## config.mk

```make
export PLATFORM = sky130hd
export DESIGN_NAME = ps2_key_event_controller_flat
export DESIGN_NICKNAME = d
export VERILOG_FILES = /design/src/rtl/ps2_key_event_controller_if.sv /design/src/rtl/ps2_key_event_controller.sv /design/src/flat_wrapper.sv
export SDC_FILE = /design/constraint.sdc
export NUM_CORES = 1
export LEC_CHECK = 0
export ABC_AREA = 1
export CAP_MARGIN = 25
export CORE_ASPECT_RATIO = 0.5
export CORE_MARGIN = 5
export CORE_UTILIZATION = 25
export CTS_CLUSTER_SIZE = 10
export DETAILED_ROUTE_END_ITERATION = 12
export HOLD_SLACK_MARGIN = 0.1
export SYNTH_ARGS = -nofsm -noshare
export SYNTH_HDL_FRONTEND = slang
export SYNTH_SLANG_ARGS = --single-unit
```

## constraint.sdc

```tcl
create_clock -name CLOCK_50 -period 3 [get_ports CLOCK_50]
set_input_delay 0.3 -clock CLOCK_50 [delete_from_list [all_inputs] [get_ports CLOCK_50]]
set_output_delay 0.3 -clock CLOCK_50 [all_outputs]
set_load 0.05 [all_outputs]
```

## src/rtl/ps2_key_event_controller_if.sv

```systemverilog
// Scancode input and game-control event bundle between PS2_Controller and the
// tic-tac-toe top level.
interface ps2_key_event_controller_if;
  logic [7:0] received_data;
  logic       received_data_en;
  logic       up;
  logic       down;
  logic       left;
  logic       right;
  logic       select;
  logic [4:0] key_held;
  logic [1:0] cursor_row;
  logic [1:0] cursor_col;
  logic [7:0] last_code;
  logic       protocol_error;

  modport master (
    output received_data, received_data_en,
    input  up, down, left, right, select, key_held,
    input  cursor_row, cursor_col, last_code, protocol_error
  );

  modport slave (
    input  received_data, received_data_en,
    output up, down, left, right, select, key_held,
    output cursor_row, cursor_col, last_code, protocol_error
  );
endinterface

```

## src/rtl/ps2_key_event_controller.sv

```systemverilog
// Turns raw PS/2 scancode bytes into one-cycle move/select pulses, held-key
// levels and a 3x3 board cursor, handling F0/E0 prefixes and typematic repeat.
module ps2_key_event_controller #(
  parameter int unsigned PREFIX_TIMEOUT = 1000000,
  parameter int unsigned CURSOR_WRAP    = 0,
  parameter int unsigned REPEAT_EN      = 0
) (
  input logic                        CLOCK_50,
  input logic                        reset,
  ps2_key_event_controller_if.slave  bus
);

  localparam int unsigned CNT_W = (PREFIX_TIMEOUT > 2) ? $clog2(PREFIX_TIMEOUT) : 1;
  localparam logic [CNT_W-1:0] CNT_LAST = CNT_W'(PREFIX_TIMEOUT - 1);
  localparam logic [7:0] BRK_CODE = 8'hF0;
  localparam logic [7:0] EXT_CODE = 8'hE0;

  typedef enum logic [1:0] {
    IDLE      = 2'd0,
    BREAK     = 2'd1,
    EXT       = 2'd2,
    EXT_BREAK = 2'd3
  } state_t;

  state_t           state_q, state_d;
  logic [CNT_W-1:0] cnt_q, cnt_d;
  logic [4:0]       pulse_q, pulse_d;
  logic [4:0]       held_q, held_d;
  logic [1:0]       row_q, row_d;
  logic [1:0]       col_q, col_d;
  logic [7:0]       last_q, last_d;
  logic             err_q, err_d;
  logic [4:0]       make_key;
  logic [4:0]       brk_key;

  // One-hot key in {up,down,left,right,select} order; zero when unmapped.
  function automatic logic [4:0] map_std(input logic [7:0] code);
    case (code)
      8'h1D:        map_std = 5'b10000;
      8'h1B:        map_std = 5'b01000;
      8'h1C:        map_std = 5'b00100;
      8'h23:        map_std = 5'b00010;
      8'h22, 8'h5A: map_std = 5'b00001;
      default:      map_std = 5'b00000;
    endcase
  endfunction

  function automatic logic [4:0] map_ext(input logic [7:0] code);
    case (code)
      8'h75:   map_ext = 5'b10000;
      8'h72:   map_ext = 5'b01000;
      8'h6B:   map_ext = 5'b00100;
      8'h74:   map_ext = 5'b00010;
      8'h5A:   map_ext = 5'b00001;
      default: map_ext = 5'b00000;
    endcase
  endfunction

  function automatic logic [1:0] step_dec(input logic [1:0] pos);
    if (pos == 2'd0) step_dec = (CURSOR_WRAP != 0) ? 2'd2 : 2'd0;
    else             step_dec = pos - 2'd1;
  endfunction

  function automatic logic [1:0] step_inc(input logic [1:0] pos);
    if (pos >= 2'd2) step_inc = (CURSOR_WRAP != 0) ? 2'd0 : 2'd2;
    else             step_inc = pos + 2'd1;
  endfunction

  always_ff @(posedge CLOCK_50) begin
    if (reset) begin
      state_q <= IDLE;
      cnt_q   <= '0;
      pulse_q <= '0;
      held_q  <= '0;
      row_q   <= 2'd1;
      col_q   <= 2'd1;
      last_q  <= 8'h00;
      err_q   <= 1'b0;
    end else begin
      state_q <= state_d;
      cnt_q   <= cnt_d;
      pulse_q <= pulse_d;
      held_q  <= held_d;
      row_q   <= row_d;
      col_q   <= col_d;
      last_q  <= last_d;
      err_q   <= err_d;
    end
  end

  always_comb begin
    state_d  = state_q;
    cnt_d    = cnt_q;
    pulse_d  = '0;
    held_d   = held_q;
    row_d    = row_q;
    col_d    = col_q;
    last_d   = last_q;
    err_d    = 1'b0;
    make_key = '0;
    brk_key  = '0;

    if (bus.received_data_en) begin
      last_d = bus.received_data;
      cnt_d  = '0;
      case (state_q)
        IDLE: begin
          if (bus.received_data == BRK_CODE)      state_d = BREAK;
          else if (bus.received_data == EXT_CODE) state_d = EXT;
          else                                    make_key = map_std(bus.received_data);
        end
        BREAK: begin
          state_d = IDLE;
          if (bus.received_data == BRK_CODE || bus.received_data == EXT_CODE) err_d = 1'b1;
          else brk_key = map_std(bus.received_data);
        end
        EXT: begin
          if (bus.received_data == BRK_CODE) begin
            state_d = EXT_BREAK;
          end else if (bus.received_data == EXT_CODE) begin
            err_d   = 1'b1;
          end else begin
            state_d  = IDLE;
            make_key = map_ext(bus.received_data);
          end
        end
        default: begin
          state_d = IDLE;
          if (bus.received_data == BRK_CODE || bus.received_data == EXT_CODE) err_d = 1'b1;
          else brk_key = map_ext(bus.received_data);
        end
      endcase
    end else if (state_q != IDLE) begin
      // Abandon a prefix that is never followed by its code byte.
      if (cnt_q == CNT_LAST) begin
        err_d   = 1'b1;
        state_d = IDLE;
        cnt_d   = '0;
      end else begin
        cnt_d = cnt_q + CNT_W'(1);
      end
    end else begin
      cnt_d = '0;
    end

    // A make of an already-held key is a typematic repeat.
    if (make_key != 5'b00000) begin
      if ((held_q & make_key) == 5'b00000 || REPEAT_EN != 0) begin
        pulse_d = make_key;
        if (make_key[4]) row_d = step_dec(row_q);
        if (make_key[3]) row_d = step_inc(row_q);
        if (make_key[2]) col_d = step_dec(col_q);
        if (make_key[1]) col_d = step_inc(col_q);
      end
      held_d = held_q | make_key;
    end
    held_d = held_d & ~brk_key;
  end

  assign bus.up             = pulse_q[4];
  assign bus.down           = pulse_q[3];
  assign bus.left           = pulse_q[2];
  assign bus.right          = pulse_q[1];
  assign bus.select         = pulse_q[0];
  assign bus.key_held       = held_q;
  assign bus.cursor_row     = row_q;
  assign bus.cursor_col     = col_q;
  assign bus.last_code      = last_q;
  assign bus.protocol_error = err_q;

endmodule

```

## src/flat_wrapper.sv

```systemverilog
// flat-port wrapper written by rule: the top's interface ports become plain ports
module ps2_key_event_controller_flat 
#(
  parameter int unsigned PREFIX_TIMEOUT = 1000000,
  parameter int unsigned CURSOR_WRAP    = 0,
  parameter int unsigned REPEAT_EN      = 0
)
  (CLOCK_50, reset, bus_received_data, bus_received_data_en, bus_up, bus_down, bus_left, bus_right, bus_select, bus_key_held, bus_cursor_row, bus_cursor_col, bus_last_code, bus_protocol_error);
  ps2_key_event_controller_if bus_i ();
  input logic CLOCK_50;
  input logic reset;
  input wire logic [$bits(bus_i.received_data)-1:0] bus_received_data;
  input wire logic [$bits(bus_i.received_data_en)-1:0] bus_received_data_en;
  output wire logic [$bits(bus_i.up)-1:0] bus_up;
  output wire logic [$bits(bus_i.down)-1:0] bus_down;
  output wire logic [$bits(bus_i.left)-1:0] bus_left;
  output wire logic [$bits(bus_i.right)-1:0] bus_right;
  output wire logic [$bits(bus_i.select)-1:0] bus_select;
  output wire logic [$bits(bus_i.key_held)-1:0] bus_key_held;
  output wire logic [$bits(bus_i.cursor_row)-1:0] bus_cursor_row;
  output wire logic [$bits(bus_i.cursor_col)-1:0] bus_cursor_col;
  output wire logic [$bits(bus_i.last_code)-1:0] bus_last_code;
  output wire logic [$bits(bus_i.protocol_error)-1:0] bus_protocol_error;
  assign bus_i.received_data = bus_received_data;
  assign bus_i.received_data_en = bus_received_data_en;
  assign bus_up = bus_i.up;
  assign bus_down = bus_i.down;
  assign bus_left = bus_i.left;
  assign bus_right = bus_i.right;
  assign bus_select = bus_i.select;
  assign bus_key_held = bus_i.key_held;
  assign bus_cursor_row = bus_i.cursor_row;
  assign bus_cursor_col = bus_i.cursor_col;
  assign bus_last_code = bus_i.last_code;
  assign bus_protocol_error = bus_i.protocol_error;
  ps2_key_event_controller #(.PREFIX_TIMEOUT(PREFIX_TIMEOUT), .CURSOR_WRAP(CURSOR_WRAP), .REPEAT_EN(REPEAT_EN)) u_core (.CLOCK_50(CLOCK_50), .reset(reset), .bus(bus_i));
endmodule
```

**Word-level counts from Yosys, hierarchy flattened**

Index checks and enable logic that the tools add are counted.

- Bitwise gates (word level): 7
- Add/sub/neg operators: 5
- Mux-type cells: 36
- Reductions and logical operators: 18
- Order comparisons: 2
- Eq/ne operators: 17

Operator list:

| operator | count |
|---|---|
| $pmux W5 S5 | 2 |
| $mux W5 | 9 |
| $eq A8 B7 Y1 const B | 5 |
| $mux W2 | 15 |
| $eq A8 B5 Y1 const B | 3 |
| $add A20 B1 Y20 const B | 1 |
| $eq A20 B20 Y1 const B | 1 |
| $pmux W5 S2 | 2 |
| $eq A8 B6 Y1 const B | 2 |
| $eq A8 B8 Y1 const B | 2 |
| $and A5 B5 Y5 | 2 |
| $reduce_bool A2 Y1 | 5 |
| $logic_not A2 Y1 | 3 |
| $mux W1 | 6 |
| $reduce_and A3 Y1 | 2 |
| $logic_not A5 Y1 | 1 |
| $not A5 Y5 | 1 |
| $or A5 B5 Y5 | 1 |
| $reduce_bool A5 Y1 | 1 |
| $add A2 B1 Y2 const B | 2 |
| $ge A2 B2 Y1 const B | 2 |
| $ne A4 B2 Y1 const B | 1 |
| $ne A4 B3 Y1 const B | 1 |
| $pmux W2 S2 | 1 |
| 10 further kinds | 14 |

- Word-level logic and storage cells: 93
- Input bits: 11
- Output and inout port bits: 23
- Register bits: 45

**Logic depth before layout (Yosys ltp)**

- Depth after elaboration: 11
- Mapped depth: 13
- Mapped depth without buffers: 13

**Worst setup path after synthesis**

OpenSTA, ideal clock, no wires.

- Path type: register to register
- From: reg u_core.cnt_q[0]
- To: reg u_core.cnt_q[11]
- Stages on the path, launching flop included: 9
- Slack: 1.462 ns
- Period minus slack after synthesis: 1.538 ns
- Arrival: 1.414 ns
- Library setup time: 0.123 ns
- Cells stage by stage: dfxtp_1 ha_1 nand3_2 nor2_4 nand2_1 nor4_2 or2_1 buf_4 nor3b_2

- Longest elaborated chain between the ends: 2

Ends and longest elaborated chain:

| item | RTL line | text |
|---|---|---|
| start, declared | ps2_key_event_controller.sv:26 | `logic [CNT_W-1:0] cnt_q, cnt_d;` |
| start signal, assigned | ps2_key_event_controller.sv:81 | `cnt_q <= cnt_d;` |
| branches (longest 2 deep; another with $add A20 B1 Y20) | -- |  |

Parallel ways; which one is timed is not known.
A chain may end at the register's enable or synchronous reset.

**Final worst setup path**

- From: reg u_core.cnt_q[0]
- To: reg u_core.cnt_q[17]

The elaborated chain is that of the path after synthesis.

==> reports/qor.csv <==
metric,value,unit
status,finished clean,
endpoint type of the worst setup path,flip-flop,
Die ar.,0.0119,sq mm
wire length per cell,10.8,um
total grt overflow,0,
I/O pin count,34,
"Primary FF master, synth",dfxtp_1,
critical-path cell list,ha_1 -> nand3_2 -> nor2_4 -> nand2_1 -> nor4_2 -> or2_1 -> buf_4 -> nor2_1,
"commonest non-fill, non-tap cell in the layout",nand2_1,
Post-CTS Resized,0,
Synth async-reset ratio,0,
CTS tree,yes,
worst slew pin tran,0.526,ns
"Setup violations, final",0,
Clock Skew,0.00401,ns
Achievable Freq,0.548,GHz
NumNets Final,389,
initial core utilization,0.257,
RD Place Congestion,0.844,
setup TNS,0,ns
sequential element share of the synthesized area,0.370,
PwrDens,410,mW/mm^2
chip width,149,um
remaining antenna violation count,0,
total number of vias,2215,
share of cells above drive strength 1,0.156,
Syn-to-layout area delta,25.9,%
1st-iter DRT viols,249,
Max Root-Sink Buffers,2,
Netlist cell types,35,
drt pass-1 iters,4,
initial antenna violation count,0,
clk root buf,clkbuf_16,
Leak,0.00121,uW
Crit Path Class,reg -> reg,
CTS Sinks,45,
Vias/cell,4.32,
worst path bufs/invs,1,
GRT Total Usage,0.0986,
Slew Limit Headroom,0.648,
syn avg cell area,7.15,sq um
Arrival @ worst endpoint,2.00,ns
syn_nets,352,
CP startpoint kind,flip-flop,
DPL Wire Length,4280,um
post-CTS setup buffers,0,
Final Cycle Share,0.608,
hold depth,1,
CP max FO,20,
Area contributors post-synth,"dfxtp_1, nand2_1, nand3_1",
most frequent cells in the layout,"nand2_1, dfxtp_1, nor2_1, nand3_1, inv_1",
largest area contributor in the netlist,dfxtp_1,
crit-path leading delay family,simple AND/OR/NAND/NOR gates,
CTS buffer count,5,
final wirelength,5530,um
Ys Warns,0,
Hold Path Class,reg -> reg,
Hold Buf Count CTS,0,
Pwr Total,1260,uW
Final Hold Viols,0,
Final Max Tran Viols,0,
Synth Register Bits,45,
worst skew pair latency,0.29,ns
Tmin final,1.82,ns
vias in the first global route,2031,
Core Region,0.00948,sq mm
Mapped Cells,340,
R2R depth,8,
Synth top area share,0.370,
register clock-pin slew on the reported worst setup and hold paths,0.06,ns
WP data required,3.17,ns
Worst VDD drop,0.000178,V
"slowest stage delay, CP",0.38,ns
largest net degree at the start of global routing,22,
diodes inserted,0,
setup repair after global routing missed its margin,no,
DRC Markers,0,
first-pass GRT wire length,9630,um
slowest CP cell,dfxtp_1,
Vert. Die Dim,79.7,um
H-Tree Depth,2,
number of synthesized flops with an enable pin,0,
row count,25,
WP depth,8,
Port-buffer cells,33,
Netlist Area Pre-Place,0.00243,sq mm
max cap viols,0,
worst register-to-register path, stage by stage (launching register included):
cell,delay [ns]
dfxtp_1,0.38
ha_1,0.23
nand3_2,0.13
nor2_4,0.13
nand2_1,0.10
nor4_2,0.27
or2_1,0.14
buf_4,0.25
nor2_1,0.08
metal layers:
| layer | global-route usage | wire, um |
|---|---|---|
| met5 | 0 | 0 |
| met4 | 0.0301 | 72 |
| met3 | 0.0255 | 217 |
| met2 | 0.163 | 2520 |
| met1 | 0.127 | 2720 |
final cells by class:
class / instances / area [sq um]
Sequential cell: 45 / 901
Timing Repair Buffer: 37 / 360
Fill cell: 1018 / 6410
Multi-Input combinational cell: 244 / 1330
Clock inverter: 2 / 10.0
Inverter: 44 / 165
Clock buffer: 6 / 129
Tap cell: 135 / 169
registers in the layout, summed over array words and instances (netlist names):
| name | flops |
|---|---|
| u_core.bus.cursor_col | 2 |
| u_core.bus.cursor_row | 2 |
| u_core.bus.key_held | 5 |
| u_core.bus.last_code | 8 |
| u_core.bus.protocol_error | 1 |
| u_core.cnt_q | 20 |
| u_core.pulse_q | 5 |
| u_core.state_q | 2 |
per-stage QoR:
step | setup slack [ns] | hold WS (ns) | area [sq um] | instances | util
6_report | 1.18 | 0.472 | 3060 | 513 | 0.323
3_5_place_dp | 0.933 | 0.456 | 2920 | 505 | 0.309
5_1_grt | 0.989 | 0.508 | 3060 | 513 | 0.323
2_1_floorplan | 1.46 | 0.369 | 2430 | 340 | -
4_1_cts | 1.14 | 0.475 | 3060 | 513 | 0.323
3_3_place_gp | 0.948 | 0.444 | 2920 | 505 | 0.309
power breakdown:
part | switching, uW | internal (uW) | leakage, uW | total, uW
Combinational | 74.2 | 38.0 | 0.000775 | 112
Sequential | 4.14 | 606 | 0.000365 | 610
Clock | 227 | 306 | 0.0000706 | 533
Total | 306 | 950 | 0.00121 | 1260
final timing paths:
path                                 startpoint               end  slack, ns
worst max-delay path            u_core.cnt_q[0]  u_core.cnt_q[17]       1.18
worst min-delay path            u_core.cnt_q[0]   u_core.cnt_q[0]       0.47
worst max register to register  u_core.cnt_q[0]  u_core.cnt_q[17]       1.18
worst min register to register  u_core.cnt_q[0]   u_core.cnt_q[0]       0.47
Yosys cell counts, types with 2 or more instances:
cell,n
clkbuf_1,2
xor2_1,5
nor2_4,7
nand3_1,36
nor3b_2,3
nor2_1,42
a21oi_1,23
xnor2_1,3
nand2_2,3
nor3_1,3
dfxtp_1,45
o21ai_2,2
nor2_2,7
nand3_2,6
o21ai_0,17
inv_1,34
a211oi_1,2
or2_2,4
nor4_2,2
buf_2,3
nand4_1,7
nand2_1,61
buf_4,2
inv_2,10
logic make-up after synthesis:
group / after synthesis / share of synthesized area
AO/OA/AOI/OAI: 48 / 0.108
XOR/XNOR: 8 / 0.0288
adder cells (fa/ha/maj): 1 / 0.00514
buffers and inverters: 51 / 0.0833
flip-flops: 45 / 0.370
AND/OR/NAND/NOR: 187 / 0.404
No activity file was read; power rests on OpenSTA's default activity.
